### src/rtl/m_progloader_pkg.sv
// Shared types and defaults for the serial program loader.
// Holds the RX and loader state encodings plus the header sanity check.
package m_progloader_pkg;

  localparam int DEF_CLKS_PER_BIT = 434;
  localparam int DEF_MAX_WORDS    = 4096;

  typedef enum logic [1:0] {
    RX_IDLE,
    RX_START,
    RX_DATA,
    RX_STOP
  } rx_state_t;

  typedef enum logic [1:0] {
    L_HDR,
    L_LOAD,
    L_DONE,
    L_ERR
  } ld_state_t;

  // A word count of zero or larger than the memory cannot be loaded.
  function automatic logic hdr_bad(input logic [31:0] n, input logic [31:0] max_words);
    return (n == 32'd0) || (n > max_words);
  endfunction

endpackage

### src/rtl/m_progloader_if.sv
// Memory write port driven by the loader into the instruction memory.
interface m_progloader_if;
  logic [11:0] addr;
  logic        we;
  logic [31:0] din;

  modport master (output addr, we, din);
  modport slave  (input  addr, we, din);
endinterface

### src/rtl/m_progloader_uartrx.sv
// 8N1 UART receiver: two-flop input synchronizer, mid-bit sampling RX FSM,
// one-cycle byte-valid strobe and a sticky framing-error flag.
module m_uartrx
  import m_progloader_pkg::*;
#(
  parameter int CLKS_PER_BIT = DEF_CLKS_PER_BIT
) (
  input  logic       w_clk,
  input  logic       w_rst,
  input  logic       w_rxd,
  output logic [7:0] r_data,
  output logic       r_valid,
  output logic       r_ferr
);

  localparam int CW = $clog2(CLKS_PER_BIT);
  localparam logic [CW-1:0] FULL_M1 = CW'(CLKS_PER_BIT - 1);
  localparam logic [CW-1:0] HALF_M1 = CW'(CLKS_PER_BIT / 2 - 1);

  rx_state_t     state_q, state_d;
  logic [1:0]    sync_q, sync_d;
  logic          prev_q, prev_d;
  logic [CW-1:0] cnt_q, cnt_d;
  logic [2:0]    bit_q, bit_d;
  logic [7:0]    shift_q, shift_d;
  logic          valid_q, valid_d;
  logic          ferr_q, ferr_d;
  logic          rx;

  assign rx      = sync_q[1];
  assign r_data  = shift_q;
  assign r_valid = valid_q;
  assign r_ferr  = ferr_q;

  always_comb begin
    state_d = state_q;
    sync_d  = {sync_q[0], w_rxd};
    prev_d  = rx;
    cnt_d   = cnt_q;
    bit_d   = bit_q;
    shift_d = shift_q;
    valid_d = 1'b0;
    ferr_d  = ferr_q;
    case (state_q)
      RX_IDLE: begin
        if (prev_q && !rx) begin
          state_d = RX_START;
          cnt_d   = '0;
        end
      end
      RX_START: begin
        // Re-check the line half a bit in so short glitches are rejected.
        if (cnt_q == HALF_M1) begin
          cnt_d   = '0;
          bit_d   = 3'd0;
          state_d = rx ? RX_IDLE : RX_DATA;
        end else begin
          cnt_d = cnt_q + 1'b1;
        end
      end
      RX_DATA: begin
        if (cnt_q == FULL_M1) begin
          cnt_d   = '0;
          shift_d = {rx, shift_q[7:1]};
          bit_d   = bit_q + 3'd1;
          if (bit_q == 3'd7) state_d = RX_STOP;
        end else begin
          cnt_d = cnt_q + 1'b1;
        end
      end
      RX_STOP: begin
        if (cnt_q == FULL_M1) begin
          cnt_d   = '0;
          state_d = RX_IDLE;
          if (rx) valid_d = 1'b1;
          else    ferr_d  = 1'b1;
        end else begin
          cnt_d = cnt_q + 1'b1;
        end
      end
      default: state_d = RX_IDLE;
    endcase
  end

  always_ff @(posedge w_clk or posedge w_rst) begin
    if (w_rst) begin
      state_q <= RX_IDLE;
      sync_q  <= 2'b11;
      prev_q  <= 1'b1;
      cnt_q   <= '0;
      bit_q   <= 3'd0;
      shift_q <= 8'd0;
      valid_q <= 1'b0;
      ferr_q  <= 1'b0;
    end else begin
      state_q <= state_d;
      sync_q  <= sync_d;
      prev_q  <= prev_d;
      cnt_q   <= cnt_d;
      bit_q   <= bit_d;
      shift_q <= shift_d;
      valid_q <= valid_d;
      ferr_q  <= ferr_d;
    end
  end

endmodule

### src/rtl/m_progloader.sv
// Serial program loader: assembles UART bytes MSB-first into 32-bit words,
// takes the first word as a count and writes the rest to memory from word 0.
module m_progloader
  import m_progloader_pkg::*;
#(
  parameter int CLKS_PER_BIT = DEF_CLKS_PER_BIT,
  parameter int MAX_WORDS    = DEF_MAX_WORDS
) (
  input  logic                   w_clk,
  input  logic                   w_rst,
  input  logic                   w_rxd,
  m_progloader_if.master         mem,
  output logic                   r_done,
  output logic                   r_err,
  output logic                   r_ferr,
  output logic [12:0]            r_cnt
);

  logic [7:0]  rx_data;
  logic        rx_valid;
  logic        rx_ferr;

  ld_state_t   state_q, state_d;
  logic [23:0] word_q, word_d;
  logic [1:0]  nb_q, nb_d;
  logic [12:0] n_q, n_d;
  logic [12:0] cnt_q, cnt_d;
  logic        we_q, we_d;
  logic [11:0] addr_q, addr_d;
  logic [31:0] din_q, din_d;
  logic        done_q, done_d;
  logic        err_q, err_d;
  logic [31:0] word_full;
  logic        word_ready;

  m_uartrx #(.CLKS_PER_BIT(CLKS_PER_BIT)) u_rx (
    .w_clk   (w_clk),
    .w_rst   (w_rst),
    .w_rxd   (w_rxd),
    .r_data  (rx_data),
    .r_valid (rx_valid),
    .r_ferr  (rx_ferr)
  );

  assign word_full  = {word_q, rx_data};
  assign word_ready = rx_valid && (nb_q == 2'd3);

  assign mem.addr = addr_q;
  assign mem.we   = we_q;
  assign mem.din  = din_q;
  assign r_done   = done_q;
  assign r_err    = err_q;
  assign r_ferr   = rx_ferr;
  assign r_cnt    = cnt_q;

  always_comb begin
    state_d = state_q;
    word_d  = word_q;
    nb_d    = nb_q;
    n_d     = n_q;
    cnt_d   = cnt_q;
    we_d    = 1'b0;
    addr_d  = addr_q;
    din_d   = din_q;
    done_d  = done_q;
    err_d   = err_q;
    if (rx_valid) begin
      word_d = word_full[23:0];
      nb_d   = nb_q + 2'd1;
    end
    case (state_q)
      L_HDR: begin
        if (word_ready) begin
          if (hdr_bad(word_full, 32'(MAX_WORDS))) begin
            err_d   = 1'b1;
            state_d = L_ERR;
          end else begin
            n_d     = word_full[12:0];
            state_d = L_LOAD;
          end
        end
      end
      L_LOAD: begin
        // Bytes arrive many cycles apart, so a new word never meets the count update.
        if (we_q) begin
          cnt_d = cnt_q + 13'd1;
          if (cnt_q + 13'd1 == n_q) begin
            done_d  = 1'b1;
            state_d = L_DONE;
          end
        end else if (word_ready) begin
          we_d   = 1'b1;
          addr_d = cnt_q[11:0];
          din_d  = word_full;
        end
      end
      default: ;
    endcase
  end

  always_ff @(posedge w_clk or posedge w_rst) begin
    if (w_rst) begin
      state_q <= L_HDR;
      word_q  <= 24'd0;
      nb_q    <= 2'd0;
      n_q     <= 13'd0;
      cnt_q   <= 13'd0;
      we_q    <= 1'b0;
      addr_q  <= 12'd0;
      din_q   <= 32'd0;
      done_q  <= 1'b0;
      err_q   <= 1'b0;
    end else begin
      state_q <= state_d;
      word_q  <= word_d;
      nb_q    <= nb_d;
      n_q     <= n_d;
      cnt_q   <= cnt_d;
      we_q    <= we_d;
      addr_q  <= addr_d;
      din_q   <= din_d;
      done_q  <= done_d;
      err_q   <= err_d;
    end
  end

endmodule

### src/flat_wrapper.sv
// flat-port wrapper written by rule: the top's interface ports become plain ports
module m_progloader_flat import m_progloader_pkg::*;
#(
  parameter int CLKS_PER_BIT = DEF_CLKS_PER_BIT,
  parameter int MAX_WORDS    = DEF_MAX_WORDS
)
  (w_clk, w_rst, w_rxd, r_done, r_err, r_ferr, r_cnt, mem_addr, mem_we, mem_din);
  m_progloader_if mem_i ();
  input  logic w_clk;
  input  logic w_rst;
  input  logic w_rxd;
  output logic r_done;
  output logic r_err;
  output logic r_ferr;
  output logic [12:0] r_cnt;
  output wire logic [$bits(mem_i.addr)-1:0] mem_addr;
  output wire logic [$bits(mem_i.we)-1:0] mem_we;
  output wire logic [$bits(mem_i.din)-1:0] mem_din;
  assign mem_addr = mem_i.addr;
  assign mem_we = mem_i.we;
  assign mem_din = mem_i.din;
  m_progloader #(.CLKS_PER_BIT(CLKS_PER_BIT), .MAX_WORDS(MAX_WORDS)) u_core (.w_clk(w_clk), .w_rst(w_rst), .w_rxd(w_rxd), .mem(mem_i), .r_done(r_done), .r_err(r_err), .r_ferr(r_ferr), .r_cnt(r_cnt));
endmodule
### config.mk
export PLATFORM = sky130hd
export DESIGN_NAME = m_progloader_flat
export DESIGN_NICKNAME = d
export VERILOG_FILES = /design/src/rtl/m_progloader_pkg.sv /design/src/rtl/m_progloader_if.sv /design/src/rtl/m_progloader_uartrx.sv /design/src/rtl/m_progloader.sv /design/src/flat_wrapper.sv
export SDC_FILE = /design/constraint.sdc
export NUM_CORES = 1
export LEC_CHECK = 0
export ABC_CLOCK_PERIOD_IN_PS = 8000
export BUFFER_PORTS_ARGS = -buffer_cell sky130_fd_sc_hd__buf_2
export CAP_MARGIN = 10
export CORE_MARGIN = 2
export CORE_UTILIZATION = 28
export CTS_BUF_LIST = sky130_fd_sc_hd__clkbuf_8
export CTS_CLUSTER_SIZE = 40
export DETAILED_ROUTE_END_ITERATION = 10
export GPL_TIMING_DRIVEN = 0
export PLACE_DENSITY_LB_ADDON = 0.3
export SETUP_SLACK_MARGIN = 0.4
export SLEW_MARGIN = 10
export SYNTH_ARGS = -nofsm -noshare
export SYNTH_HDL_FRONTEND = slang
export SYNTH_HIERARCHICAL = 1
export SYNTH_SLANG_ARGS = --single-unit
### constraint.sdc
create_clock -name w_clk -period 8 [get_ports w_clk]
set_clock_uncertainty 0.05 [all_clocks]
set_input_delay 0.4 -clock w_clk [delete_from_list [all_inputs] [get_ports w_clk]]
set_output_delay 0.4 -clock w_clk [all_outputs]
set_load 0.01 [all_outputs]
==> out/summary.md, run 1 <==
The run finished with clean final reports. The number of placed instances, taps included, is 764. Fill cells in the final layout number 2039. The reg-to-reg setup timing slack is 5.57 ns, and the level count of the clock H-tree is 4.

The logs give 430 for the synthesized netlist cell count and 440 for the synthesized netlist net count. For this run, design rule violations remaining after detail routing come to 0. The area taken by flip-flops and latches was 3210 µm²; the flip-flop and latch count after synthesis was 128. The share of async-settable or async-resettable flops after synthesis was 100%; the number of standard cells in the final layout excluding fillers was 798.

Total wire length after detailed routing: 12.2 mm. The routability-driven placement congestion ratio is 0.790, and the sum of negative setup slack is 0 ns. The global-route met1 utilization was 14.5%; the post-route cell area was 6830 µm². The initial antenna violation count was 0.

Entering global routing, the biggest net connects 69 pins. Clock-pin slew was measured on the worst setup and hold paths at 0.08 ns. The run gives 128 as the clock sink total.

The worst hold path begins at u_core/u_rx/sync_q[0]. The mean routed wirelength per cell is 15.3 µm. The synthesized design contains 0 enable-type register cells. The worst setup path is launched from a register.

For this run, the number of Yosys warnings is 6. The worst endpoint data arrival time was 2.72 ns; the power density of the placed cells was 205 nW/µm². Global routing used 20.2% of the available met2 tracks. The cell sitting at the root of the clock tree is a sky130_fd_sc_hd__clkbuf_8.

The core region is 20000 µm². Average cell area after synthesis: 13.2 µm². Timing would allow up to 412 MHz. Across the VDD grid, the largest voltage drop is 0.107 mV. For this design the static power due to leakage is 3.44 nW.

Of the available clock period, the critical path in the final layout requires 30.4%. At the placement stage, the worst setup path has a slack of 5.57 ns. The share of the synthesized area in the top cell type came out at 55.1%.

Counting distinct cell types in the post-synthesis netlist gives 61. The die covers 21400 µm². The multi-input combinational cells in the finished layout cover a total of 2350 µm². For this run, the total global-route usage over all layers was measured as 12.1%. The first-pass GRT wire length is 20.2 mm, and the required time at the worst-slack endpoint is 8.29 ns. The total congestion overflow was 0; the effective utilization at floorplan was 28.3%. Worst hold path cell count: 0. In this run the cell area measured after placement is 6360 µm².

The number of iterations in the first detailed-routing pass came out at 4. Relative to the synthesized area, the layout overhead comes to 20.2%. In this run the post-CTS setup repair buffer count came out at 0. The detail route stage leaves a number of antenna-violating nets equal to 0.

The tools report the total clock buffers created by CTS as 17. The tools report the number of violations reported at the end of detailed-routing iteration 0 as 189. Setup violations remaining at the end of the flow were counted as 0.

The run gives 0 as the number of max-capacitance violations reported. The floorplan step set the die height to 146 µm. The worst setup path is captured at a register. The count of buffers added on input and output ports is 63. Number of failing hold endpoints at the final stage: 0. The fraction of layout cells with a size suffix above 1 was 40.2%. The tools report the number of global-route vias before repair as 3757. Final max-slew violation count: 0.

The min-delay analysis places its worst path in the category reg2reg. The met3 global-route usage is 3.25%, and the number of vias after detailed routing is 3682. For the pin with the worst max-slew slack, the measured transition is 1.07 ns.

Setup repair after global routing left no endpoint under its margin. The cell with the most instances after synthesis was sky130_fd_sc_hd__dfrtp_1. In this run the worst path has a maximum fanout of 7. TritonCTS built the clock tree.

The HPWL after detailed placement is 8.50 mm. The tools report the source of the worst register-to-register timing path as u_core/r_cnt[0]. The synthesized design spends more area on one cell type than any other, namely sky130_fd_sc_hd__dfrtp_1. The critical path is of the reg2reg type. Measured in cells, the most critical reg-to-reg path has a length of 7. Across all setup checks in the final design, the least slack found is 5.57 ns. The worst slew margin relative to its limit was 28.5%; the part of the Yosys area used for sequential elements was 56.5%. The horizontal die dimension is 146 µm, and the via-per-instance ratio is 4.61. Summing every instance area after synthesis gives 5680 µm². Yosys attributes the largest share of cell area to sky130_fd_sc_hd__dfrtp_1 (55%), sky130_fd_sc_hd__mux2_2 (16%), sky130_fd_sc_hd__xnor2_1 (2.8%). The placement row count is 52.

The worst register-to-register path ends at u_core/state_q[0]. After layout, the minimum clock period comes to 2.43 ns. After global routing, the most crowded layer is met2.

The commonest cells after synthesis are sky130_fd_sc_hd__dfrtp_1 (125), sky130_fd_sc_hd__mux2_2 (82), sky130_fd_sc_hd__nand2_1 (24), sky130_fd_sc_hd__xnor2_1 (18), sky130_fd_sc_hd__xor2_1 (14). The predominant post-synthesis flop cell is sky130_fd_sc_hd__dfrtp_1. The tools report the number of top-level design ports as 64. The tools report the worst min-delay path endpoint as u_core/u_rx/sync_q[1]. The final antenna diode count is 0. The maximum buffer depth of the clock tree is 2.

For this run, the post-layout net count is 525. The run gives 0.44 ns as the worst-skew pair later-pin latency.
## worst max-delay path: stages (launching register included)
cell                      delay, ns
sky130_fd_sc_hd__dfrtp_1       0.51
sky130_fd_sc_hd__ha_1          0.32
sky130_fd_sc_hd__nand3_2       0.18
sky130_fd_sc_hd__or2_2         0.37
sky130_fd_sc_hd__xnor2_1       0.14
sky130_fd_sc_hd__nor4_1        0.38
sky130_fd_sc_hd__nand3_1       0.18
sky130_fd_sc_hd__a21o_1        0.20
## flip-flops by register name, summed over array words and instances (netlist names), 2 cells and up, named ones only
name                count
u_core/mem.addr        12
u_core/mem.din         32
u_core/n_q             13
u_core/nb_q             2
u_core/r_cnt           13
u_core/state_q          2
u_core/u_rx/bit_q       3
u_core/u_rx/cnt_q       9
u_core/u_rx/r_data      8
u_core/u_rx/sync_q      2
u_core/word_q          24
## stage by stage
| step | power [mW] | hold slack (ns) | util (%) |
|---|---|---|---|
| floorplan | 0.763 | 0.295 | - |
| global placement | 0.782 | 0.296 | 31.6 |
| detailed placement | 0.789 | 0.299 | 31.7 |
| CTS | 1.42 | 0.311 | 34.1 |
| global route | 1.46 | 0.318 | 34.1 |
| finish | 1.40 | 0.309 | 34.1 |
## placed cells by master, fill, tap and decap left out, drive strengths merged, types with 4 or more instances in the layout
cell type	synthesis	final
nand3	15	15
xnor2	18	18
mux2	90	90
or3	5	5
clkbuf	4	21
clkinv	0	5
bufinv	0	4
dfrtp	125	125
nand2	24	24
nor4	10	10
ha	7	7
nor3	7	7
inv	10	15
a21oi	6	6
xor2	14	14
o22ai	4	4
o21bai	4	4
nor2	13	13
buf	13	77
o21ai	8	8
nand4	6	6
## cells by family after synthesis
family / count (synthesis) / synth area share, %
fa+ha+maj: 7 / 1.54
mux: 93 / 18.9
buf+inv: 27 / 2.23
simple gates: 104 / 10.8
xor+xnor: 32 / 4.94
compound gates: 39 / 5.13
flops: 128 / 56.5
## layout make-up
class | instances | share of cell area (%)
plain buffers | 17 | 1.30
flip-flops and latches | 128 | 47.0
clock inverters | 15 | 3.08
inverters | 10 | 0.587
multi-input cells | 275 | 34.4
clock buffers | 17 | 3.43
well taps | 270 | 4.95
repair buffers | 66 | 5.32
## power by group
group	leakage [nW]	internal, mW	switching (mW)
clock network	0.223	0.344	0.276
logic	1.46	0.0340	0.0508
registers	1.77	0.664	0.0285
total	3.44	1.04	0.355
## routing by layer
metal / vias up / share of wire (%)
met3: 13 / 3.9
met2: 84 / 50
met5: - / 0
li1: 1721 / -
met1: 1864 / 44
met4: 0 / 2.0
## how the worst max path moves through the flow
stage,startpoint,to,slack (ns),depth (start not counted)
final,u_core/r_cnt[0],u_core/state_q[0],5.57,7
after global routing,u_core/r_cnt[0],u_core/state_q[0],5.42,7
after CTS,u_core/r_cnt[0],u_core/state_q[0],5.56,7
after detailed placement,u_core/r_cnt[0],u_core/state_q[0],5.57,7
after global placement,w_rst,u_core/mem.din[25],3.75,2
after floorplan,w_rst,u_core/mem.addr[0],4.90,1
## timing repair
item / in CTS / in global routing
hold buffers: 2 / 0
endpoints found under the hold margin: 34 / 0
gates resized for setup: 0 / 0
(Power assumes the default switching activity.)
==> run 2: changes to the inputs <==
- ABC_CLOCK_PERIOD_IN_PS: 8000 -> 2200
- clock period: 8 -> 2.2 ns (I/O delays scaled with it)
==> run 2 against run 1 <==
  * Sequential power rose to 3.7 times the previous value
  * Fmax grew 24%
  * First-iteration DRC count decreased by 30%
  * Critical path type unchanged
  * Setup slack worse by 5.3 ns
  * Via count up 4.1%
  * Flip-flop and latch count unchanged
  * Combinational power grew to 4.6 times the previous value
  * Largest cell class unchanged
  * Total power rose to 3.6 times the previous value
  * Non-clock buffer count up 39
  * Critical path depth is the same
  * Routed wire length grew 6.5%
  * Sequential share of layout area fell by 3.8 points
==> out/summary.md, run 2 (same netlist as run 1, synthesis figures left out) <==
The critical path goes through nor4_4 -> nand3_2 -> xnor2_2 -> nor3_2 -> nand2_2 -> buf_6 -> mux2_2. The worst slack after detailed placement is -0.00597 ns (-5.58 ns), and the horizontal die dimension is 146 µm (unchanged). The post-route cell area is 7470 µm² (+9.5%), and the level count of the clock H-tree is 4 (unchanged).

The met2 wirelength from detailed routing was 6.62 mm (+7.4%); the flip-flop count of the largest register after layout was 32 (unchanged). Shortest period the worst path allows: 1.96 ns (-0.464 ns). Placement-stage cell area: 6410 µm² (+0.71%).

The run gives 21.3 mm (+5.8%) as the first-pass GRT wire length. Die area: 21400 µm² (unchanged). Leaving out fill and tap cells, the most frequent cells in the layout are sky130_fd_sc_hd__dfrtp_1 (106), sky130_fd_sc_hd__mux2_2 (82), sky130_fd_sc_hd__buf_2 (63). For the worst-skew pair later-pin latency, the log shows 0.44 ns (about the same). For the final max-slew violation count, the log shows 0 (unchanged). STA classifies the critical path startpoint as a register. The number of max-capacitance violations reported was 0 (unchanged); the final period utilization was 89.3% (+59 points). Worst slew margin relative to its limit: 61.0% (+33 points). The number of violations reported at the end of detailed-routing iteration 0 came out at 132 (-30%). Final antenna diode count: 0 (unchanged).

The leading cell type in the layout, fill and taps excluded is sky130_fd_sc_hd__dfrtp_1. The flow ran to the end, and the final reports show no timing, DRC or antenna violations. The run gives 2.23 ns (-0.49 ns) as the worst endpoint data arrival time. For the maximum buffer depth of the clock tree, the log shows 2 (unchanged). The total design power is 5.01 mW (+260%). The tools report the peak supply drop as 0.341 mV (+220%).

The tools report the effective utilization at floorplan as 28.3% (unchanged). The post-detailed-route DRC marker count was 0 (unchanged). The worst setup path is captured at a register.

The tools report the total congestion overflow as 0 (unchanged). The highest metal layer used by the detailed router is met4. Final setup violation count: 0 (unchanged). The type of the most critical hold path is in2async.

The final critical-path setup slack is 0.235 ns (-5.34 ns). The number of global-route vias before repair is 4026 (+7.2%). The clock-pin slew on the worst setup and hold paths was 0.07 ns (about the same); the filler cell count in the final layout was 1977 (-3.0%). The via-per-instance ratio was 4.58 (-0.75%); the quantity of I/O buffers inserted on ports was 63 (unchanged). The transition time at the pin with the least slew margin was 0.584 ns (-0.488 ns); the combined global-route utilization of all metal layers was 12.6% (+0.50 points). Compared with the post-synthesis result, the final layout area differs by 31.6%. Highest net fanout along the worst path: 10 (+3).

The run gives 0 (unchanged) as the number of antenna-violating nets in the routed design. Number of top-level design ports: 64 (unchanged). The static leakage was 3.69 nW (+7.1%).

For the number of vias after detailed routing, the log shows 3833 (+4.1%). The tools report the sum of negative setup slack as 0 ns (unchanged). The total wire length after detailed routing was 13.0 mm (+6.5%). The area of the multi-input gates came out at 2590 µm² (+11%). The root buffer cell chosen for the clock tree is sky130_fd_sc_hd__clkbuf_8. The run gives 8.74 mm (+2.8%) as the placed wire-length estimate. The number of iterations in the first detailed-routing pass was 4 (unchanged). The mean routed wirelength per cell is 15.5 µm (+1.5%). Setup repair after global routing could not meet its margin everywhere. The slowest cell on the critical path is sky130_fd_sc_hd__dfrtp_2. The minimum hold slack is 0.171 ns (-0.138 ns), and the placeable core region is 20000 µm² (unchanged).

The power density of the placed cells was 671 nW/µm² (+230%). The required time at the worst-slack endpoint was 2.47 ns (-5.82 ns); the clock sink total was 128 (unchanged). The total clock buffers created by CTS is 17 (unchanged). The placement row count was 52 (unchanged); the worst stage delay on the critical path was 0.43 ns (-0.08 ns). The met3 routed wirelength came out at 432 µm (-8.7%). The class of the most critical setup path is reg2reg.

The met1 wire length is 5.81 mm (+9.0%). The routability-driven placement congestion ratio is 0.806 (+2.1%). TritonCTS built the clock tree. The run gives 3230 µm² (+0.74%) as the area taken by flip-flops and latches. The run gives 564 (+7.4%) as the layout net count.

The fraction of layout cells with a size suffix above 1 is 52.4% (+12 points). The run gives 0 (unchanged) as the initial antenna violation count. The die span in y is 146 µm (unchanged).

For the highest attainable clock frequency, the log shows 509 MHz (+24%). The number of failing hold endpoints at the final stage came out at 0 (unchanged). The tools report the largest net degree at the start of global routing as 41 (-41%).
## run 2: what timing repair did
action / 4_1_cts / 5_1_grt
pin swaps: 10 / 11
buffers inserted: 26 / 10
hold endpoints to repair: 50 / 0
gates cloned: 1 / 0
setup endpoints to repair: 72 / 67
hold buffers: 2 / 0
resized for setup: 43 / 37
## run 2: where the power goes
part | leakage [nW] | internal [mW] | switching, mW
clock network | 0.206 | 1.15 | 0.941
logic | 1.75 | 0.177 | 0.209
registers | 1.74 | 2.42 | 0.118
## run 2: area by class of cell
cell class	count	share of cell area, %
sequential	128	43.2
multi-input combinational	275	34.7
timing repair buffer	105	9.37
tap	270	4.52
clock buffer	18	3.31
clock inverter	14	2.23
buffer	17	2.06
inverter	10	0.586
## run 2: metrics by stage
step,util [%],instances
finish,37.3,837
floorplan,-,430
global placement,31.8,763
global route,37.3,837
CTS,35.8,826
detailed placement,32.0,765
## run 2: critical path, delay by kind of cell (launching register included)
kind	cells	cell delay [ns]
XOR/XNOR	1	0.17
buffers and inverters	1	0.17
flip-flops	1	0.43
multiplexers	1	0.27
AND/OR/NAND/NOR	4	0.78
## run 2: metal layers
metal  global-route usage [%]  up-vias
li1                         -     1803
met5                        0        -
met2                     21.3       57
met3                     3.44       16
met4                     3.93        0
met1                     15.7     1957
## run 2: final timing paths
kind / slack (ns) / cells past startpoint / startpoint / endpoint
min in group w_clk: 0.26 / 2 / w_rxd / u_core/u_rx/sync_q[0]
max in group asynchronous: 0.99 / 5 / w_rst / u_core/word_q[3]
worst max-delay path: 0.24 / 7 / u_core/word_q[2] / u_core/n_q[5]
worst max register to register: 0.24 / 7 / u_core/word_q[2] / u_core/n_q[5]
worst min-delay path: 0.17 / 3 / w_rst / u_core/u_rx/r_data[2]
worst min register to register: 0.31 / 0 / u_core/u_rx/sync_q[0] / u_core/u_rx/sync_q[1]
